--- src/rtl/board_pkg.sv ---
// board_pkg: board geometry, cell index type and click-decoder FSM states.
package board_pkg;
  localparam int BOARD_X0 = 100;
  localparam int BOARD_Y0 = 100;
  localparam int CELL_SIZE = 32;
  localparam int GRID_N = 10;
  typedef logic [3:0] cell_t;
  typedef enum logic [1:0] {S_SAMPLE, S_DIV, S_DONE, S_HAND} state_t;
endpackage

--- src/rtl/board_btn_sync.sv ---
// board_btn_sync: synchronise the left button, detect its rising edge, keep one pending click.
module board_btn_sync (
  input  logic clk,
  input  logic rst,
  input  logic mouse_left,
  input  logic clear,
  output logic click_pend
);
  logic [2:0] sync;
  always_ff @(posedge clk)
    if (!rst) begin
      sync <= '0;
      click_pend <= 1'b0;
    end else begin
      sync <= {sync[1:0], mouse_left};
      // a new edge wins over a same-cycle clear so it survives to the next pass
      click_pend <= (sync[1] & ~sync[2]) | (click_pend & ~clear);
    end
endmodule

--- src/rtl/board_click_decoder.sv ---
// board_click_decoder: map cursor position to board cell for hover and click events.
module board_click_decoder import board_pkg::*; #(
  parameter int BOARD_X0 = board_pkg::BOARD_X0,
  parameter int BOARD_Y0 = board_pkg::BOARD_Y0,
  parameter int CELL_SIZE = board_pkg::CELL_SIZE,
  parameter int GRID_N = board_pkg::GRID_N
) (
  input  logic        clk,
  input  logic        rst,
  input  logic [11:0] mouse_xpos,
  input  logic [11:0] mouse_ypos,
  input  logic        mouse_left,
  input  logic        cell_ready,
  output logic        cell_valid,
  output cell_t       cell_col,
  output cell_t       cell_row,
  output logic        hover_valid,
  output cell_t       hover_col,
  output cell_t       hover_row
);
  localparam logic [12:0] CS = 13'(CELL_SIZE);
  localparam logic [12:0] SPAN = 13'(GRID_N * CELL_SIZE);
  state_t state, state_n;
  logic click_pend, click_tag, off, x_go, y_go;
  logic [12:0] dx, dy, rx, ry;
  cell_t col, row;
  assign dx = {1'b0, mouse_xpos} - 13'(BOARD_X0);
  assign dy = {1'b0, mouse_ypos} - 13'(BOARD_Y0);
  assign off = dx[12] | dy[12] | (dx >= SPAN) | (dy >= SPAN);
  assign x_go = rx >= CS;
  assign y_go = ry >= CS;
  board_btn_sync u_btn (
    .clk(clk),
    .rst(rst),
    .mouse_left(mouse_left),
    .clear(state == S_SAMPLE),
    .click_pend(click_pend)
  );
  always_ff @(posedge clk)
    state <= !rst ? S_SAMPLE : state_n;
  always_comb
    state_n = state == S_SAMPLE ? (off ? S_SAMPLE : S_DIV)
            : state == S_DIV    ? (x_go | y_go ? S_DIV : S_DONE)
            : state == S_DONE   ? (click_tag ? S_HAND : S_SAMPLE)
            :                     (cell_ready ? S_SAMPLE : S_HAND);
  always_ff @(posedge clk)
    if (!rst) begin
      rx <= '0;
      ry <= '0;
      col <= '0;
      row <= '0;
      click_tag <= 1'b0;
      cell_valid <= 1'b0;
      cell_col <= '0;
      cell_row <= '0;
      hover_valid <= 1'b0;
      hover_col <= '0;
      hover_row <= '0;
    end else begin
      case (state)
        S_SAMPLE: begin
          rx <= dx;
          ry <= dy;
          col <= '0;
          row <= '0;
          click_tag <= click_pend & ~off;
          if (off) hover_valid <= 1'b0;
        end
        S_DIV: begin
          if (x_go) begin
            rx <= rx - CS;
            col <= col + 4'd1;
          end
          if (y_go) begin
            ry <= ry - CS;
            row <= row + 4'd1;
          end
        end
        S_DONE: begin
          hover_col <= col;
          hover_row <= row;
          hover_valid <= 1'b1;
          if (click_tag) begin
            cell_col <= col;
            cell_row <= row;
            cell_valid <= 1'b1;
          end
        end
        S_HAND: if (cell_ready) cell_valid <= 1'b0;
      endcase
    end
endmodule

--- config.mk ---
export PLATFORM = sky130hd
export DESIGN_NAME = board_click_decoder
export DESIGN_NICKNAME = d
export VERILOG_FILES = /design/src/rtl/board_pkg.sv /design/src/rtl/board_btn_sync.sv /design/src/rtl/board_click_decoder.sv
export SDC_FILE = /design/constraint.sdc
export NUM_CORES = 1
export LEC_CHECK = 0
export ABC_AREA = 1
export BUFFER_PORTS_ARGS = -buffer_cell sky130_fd_sc_hd__buf_2
export CAP_MARGIN = 30
export CELL_PAD_IN_SITES_DETAIL_PLACEMENT = 1
export CELL_PAD_IN_SITES_GLOBAL_PLACEMENT = 1
export CORE_MARGIN = 4
export CORE_UTILIZATION = 41
export CTS_CLUSTER_DIAMETER = 80
export CTS_CLUSTER_SIZE = 14
export DETAILED_ROUTE_END_ITERATION = 16
export PLACE_DENSITY_LB_ADDON = 0.1
export SKIP_CTS_REPAIR_TIMING = 1
export SLEW_MARGIN = 40
export SYNTH_ARGS = -nofsm -noshare
export SYNTH_HDL_FRONTEND = slang
export SYNTH_SLANG_ARGS = --single-unit
export TNS_END_PERCENT = 50
--- constraint.sdc ---
create_clock -name clk -period 1.8 [get_ports clk]
set_input_delay 0.36 -clock clk [delete_from_list [all_inputs] [get_ports clk]]
set_output_delay 0.36 -clock clk [all_outputs]
set_load 0.02 [all_outputs]
==> run_results.csv <==
group,metric,value,unit
run_status,status,"finished, final reports clean",
layout,diodes,0,
worst_setup_path,endpoint,"row[2]",
clock_tree,htree_levels,3,
hold_path,hold_path.class,"in -> reg",
die,core_area,7690,um^2
synth,synth_top_area_share,36.5,%
timing,timing.final.crit_share,96.0,%
timing,slew_viol_final,0,
timing,finalCriticalPeriod,1.73,ns
die,io_pins,46,
worst_setup_path,worstReg2RegStart,"ry[0]",
power_and_ir_drop,ir_drop,385,uV
place,io_buffers,45,
drt,totalWireLength,9.58,mm
drt,route.detailed.wl_per_inst,15.2,um
power_and_ir_drop,power_density,783,nW/um^2
clock_tree,clk_pin_slew,0.06,ns
global_routing,grt_pass1_vias,3321,
synth,netlist_area,3230,um^2
drt,vias,3274,
layout,drive_above_1_share,26.1,%
worst_setup_path,r2r-end,"row[2]",
worst_setup_path,reg2regPathDepth,9,
layout,nets,561,
clock_tree,clock-sinks,59,
drt,drc,0,
global_routing,antenna_found_initial,0,
timing,setup_slack,0.0719,ns
hold_path,hold_path_startpoint,"mouse_left",
timing,fin_hold_ws,0.211,ns
drt,drtIter0Drc,105,
drt,via_per_inst,5.19,
die,die_h,96.8,um
timing,final_hold_viol_count,0,
worst_setup_path,critPathArrivalTime,1.95,ns
timing,worst_pin_slew,0.433,ns
synth,synth_cell_types,40,
drt,ant_nets,0,
synth,syn-num-nets,495,
job,maxCapViolations,0,
power_and_ir_drop,power.total,3080,uW
layout,layout_commonest_cell,"nand2_1",
synth,syn_avg_cell_area,7.03,um^2
layout,multi_input_area,1800,um^2
synth,ys_ff_latch,59,
clock_tree,cts_buffers,9,
synth,synth_top_family_by_area,"simple AND/OR/NAND/NOR gates",
power_and_ir_drop,p_leak,0.00184,uW
synth,synth_xor_area_share,2.17,%
global_routing,grt-ovfl-total,0,
drt,first_pass_iters,4,
place,place_hpwl,6.94,mm
global_routing,grt_max_degree,21,
clock_tree,root_buffer,"clkbuf_8",
timing,slew_headroom,70.8,%
synth,synth-compound-area-share,17.8,%
worst_setup_path,crit_path_end_kind,"flop",
die,rows,32,
global_routing,grt_pass1_wl,15.3,mm
worst_setup_path,path_max_fanout,15,
timing,setup_viol,0,
die,start_util,42.1,%
clock_tree,clkLatencyLatePin,0.33,ns
synth,yosys-top-cells-area,"dfxtp_1 (37%), nand2_1 (12%), nand3_1 (5.7%)",
die,die_area,9370,um^2
synth,synthMuxAreaShare,0,%
synth,synthCells,460,
worst_setup_path,critPathLaunch,"ry[0]",
synth,synth_fa_ha_area_share,2.71,%
layout,n_fill_cell,1027,
synth,yosysWarnings,0,
layout,layout.cells.most_common_list,"nand2_1 (101), dfxtp_1 (57), nor2_1 (45), buf_2 (45), inv_1 (43)",
worst_setup_path,cp.required,2.02,ns
timing,fmax,579,MHz
die,die_w,96.8,um
place,gp_congestion,0.810,
worst_setup_path,startpoint_type,"flop",
worst_setup_path,worst-setup-path-type,"reg -> reg",
synth,synthSimpleGateAreaFrac,31.4,%
synth,synth_top_area_cell,"dfxtp_1",
layout,regArea,1190,um^2
clock_tree,clockBufferDepth,2,
synth,synth_seq_area_share,36.5,%
global_routing,grt.total_usage,19.7,%
clock_tree,cts_tree,"yes",
layout,areaGrowthSynthToFinish,21.5,%
timing,clock_skew,0.00641,ns
place,pre_cts_ws,-0.00855,ns
worst_setup_path,rrSetupSlack,0.07,ns
[worst min-delay path by stage]
| stage | slack (ns) | depth (start not counted) | end |
|---|---|---|---|
| final | 0.21 | 3 | u_btn.sync[0] |
| after global placement | 0.40 | 2 | u_btn.sync[1] |
| after floorplan | 0.39 | 2 | u_btn.sync[1] |
| after global routing | 0.21 | 3 | u_btn.sync[0] |
| after detailed placement | 0.43 | 2 | u_btn.sync[1] |
| after CTS | 0.20 | 3 | u_btn.sync[0] |
[critical path, cell delays in order, from the launching register on]
cell and delay [ns]:
dfxtp_1 0.32, nor4_1 0.35, buf_4 0.17, nand3_1 0.10
nand2_2 0.11, nand2_4 0.07, nand2_4 0.18, nand2_1 0.10
xor2_1 0.16, nor2_1 0.05
[cells by family (layout without fill, tap and decap cells)]
group | Yosys count | in the layout
buffers and inverters | 72 | 140
and+or+nand+nor | 218 | 219
adders and majority gates | 7 | 7
AOI/OAI and AO/OA | 96 | 96
DFF | 59 | 59
xor gates and xnor gates | 8 | 8
[power breakdown]
group / switching (uW) / leakage, uW / internal (uW)
Sequential: 37.6 / 0.000483 / 1350
Combinational: 272 / 0.00125 / 175
Clock: 504 / 0.000104 / 735
Total: 814 / 0.00184 / 2260
[flip-flops by register name (all words and copies together) (netlist names)]
signal            count
cell_col              4
cell_row              4
cell_valid            1
click_tag             1
col                   4
hover_col             4
hover_row             4
hover_valid           1
row                   4
rx                   13
ry                   13
state                 2
u_btn.click_pend      1
u_btn.sync            3
[cell usage after synthesis, drive strengths merged]
cell       n
o211ai     4
buf        8
xor2       6
a31oi      2
a211oi     2
nor3       4
clkinv     1
inv       57
clkbuf     6
o22ai      3
nand4      5
nor2      55
nand3     39
a21oi     35
or2        1
o21ai     44
nand2    111
xnor2      2
dfxtp     59
o31ai      1
a22o       4
nor4       3
a2bb2oi    1
ha         7
[per-layer routing]
| layer | vias to the layer above | GRT usage (%) | wire [um] |
|---|---|---|---|
| li1 | 1636 | - | - |
| met1 | 1562 | 24.5 | 4390 |
| met2 | 61 | 34.2 | 4700 |
| met3 | 15 | 3.60 | 315 |
| met4 | 0 | 6.48 | 173 |
| met5 | - | 0 | 0 |
[final cells by class]
type	instances	share of cell area (%)
inverters	58	5.54
clock buffers	12	4.20
multi-input cells	330	45.8
clock inverters	2	0.892
well taps	102	3.25
flip-flops and latches	59	30.2
repair buffers	68	10.1
[metrics by stage]
| step | std cells | TNS, ns | utilization [%] | instance area, um^2 |
|---|---|---|---|---|
| 6_report | 631 | 0 | 51.1 | 3930 |
| 5_1_grt | 631 | -0.339 | 51.1 | 3930 |
| 4_1_cts | 624 | 0 | 49.8 | 3830 |
| 3_5_place_dp | 610 | -0.00855 | 47.2 | 3630 |
| 3_3_place_gp | 610 | 0 | 47.2 | 3630 |
| 2_1_floorplan | 460 | 0 | - | 3230 |
Power figures use the tool's default switching activity.
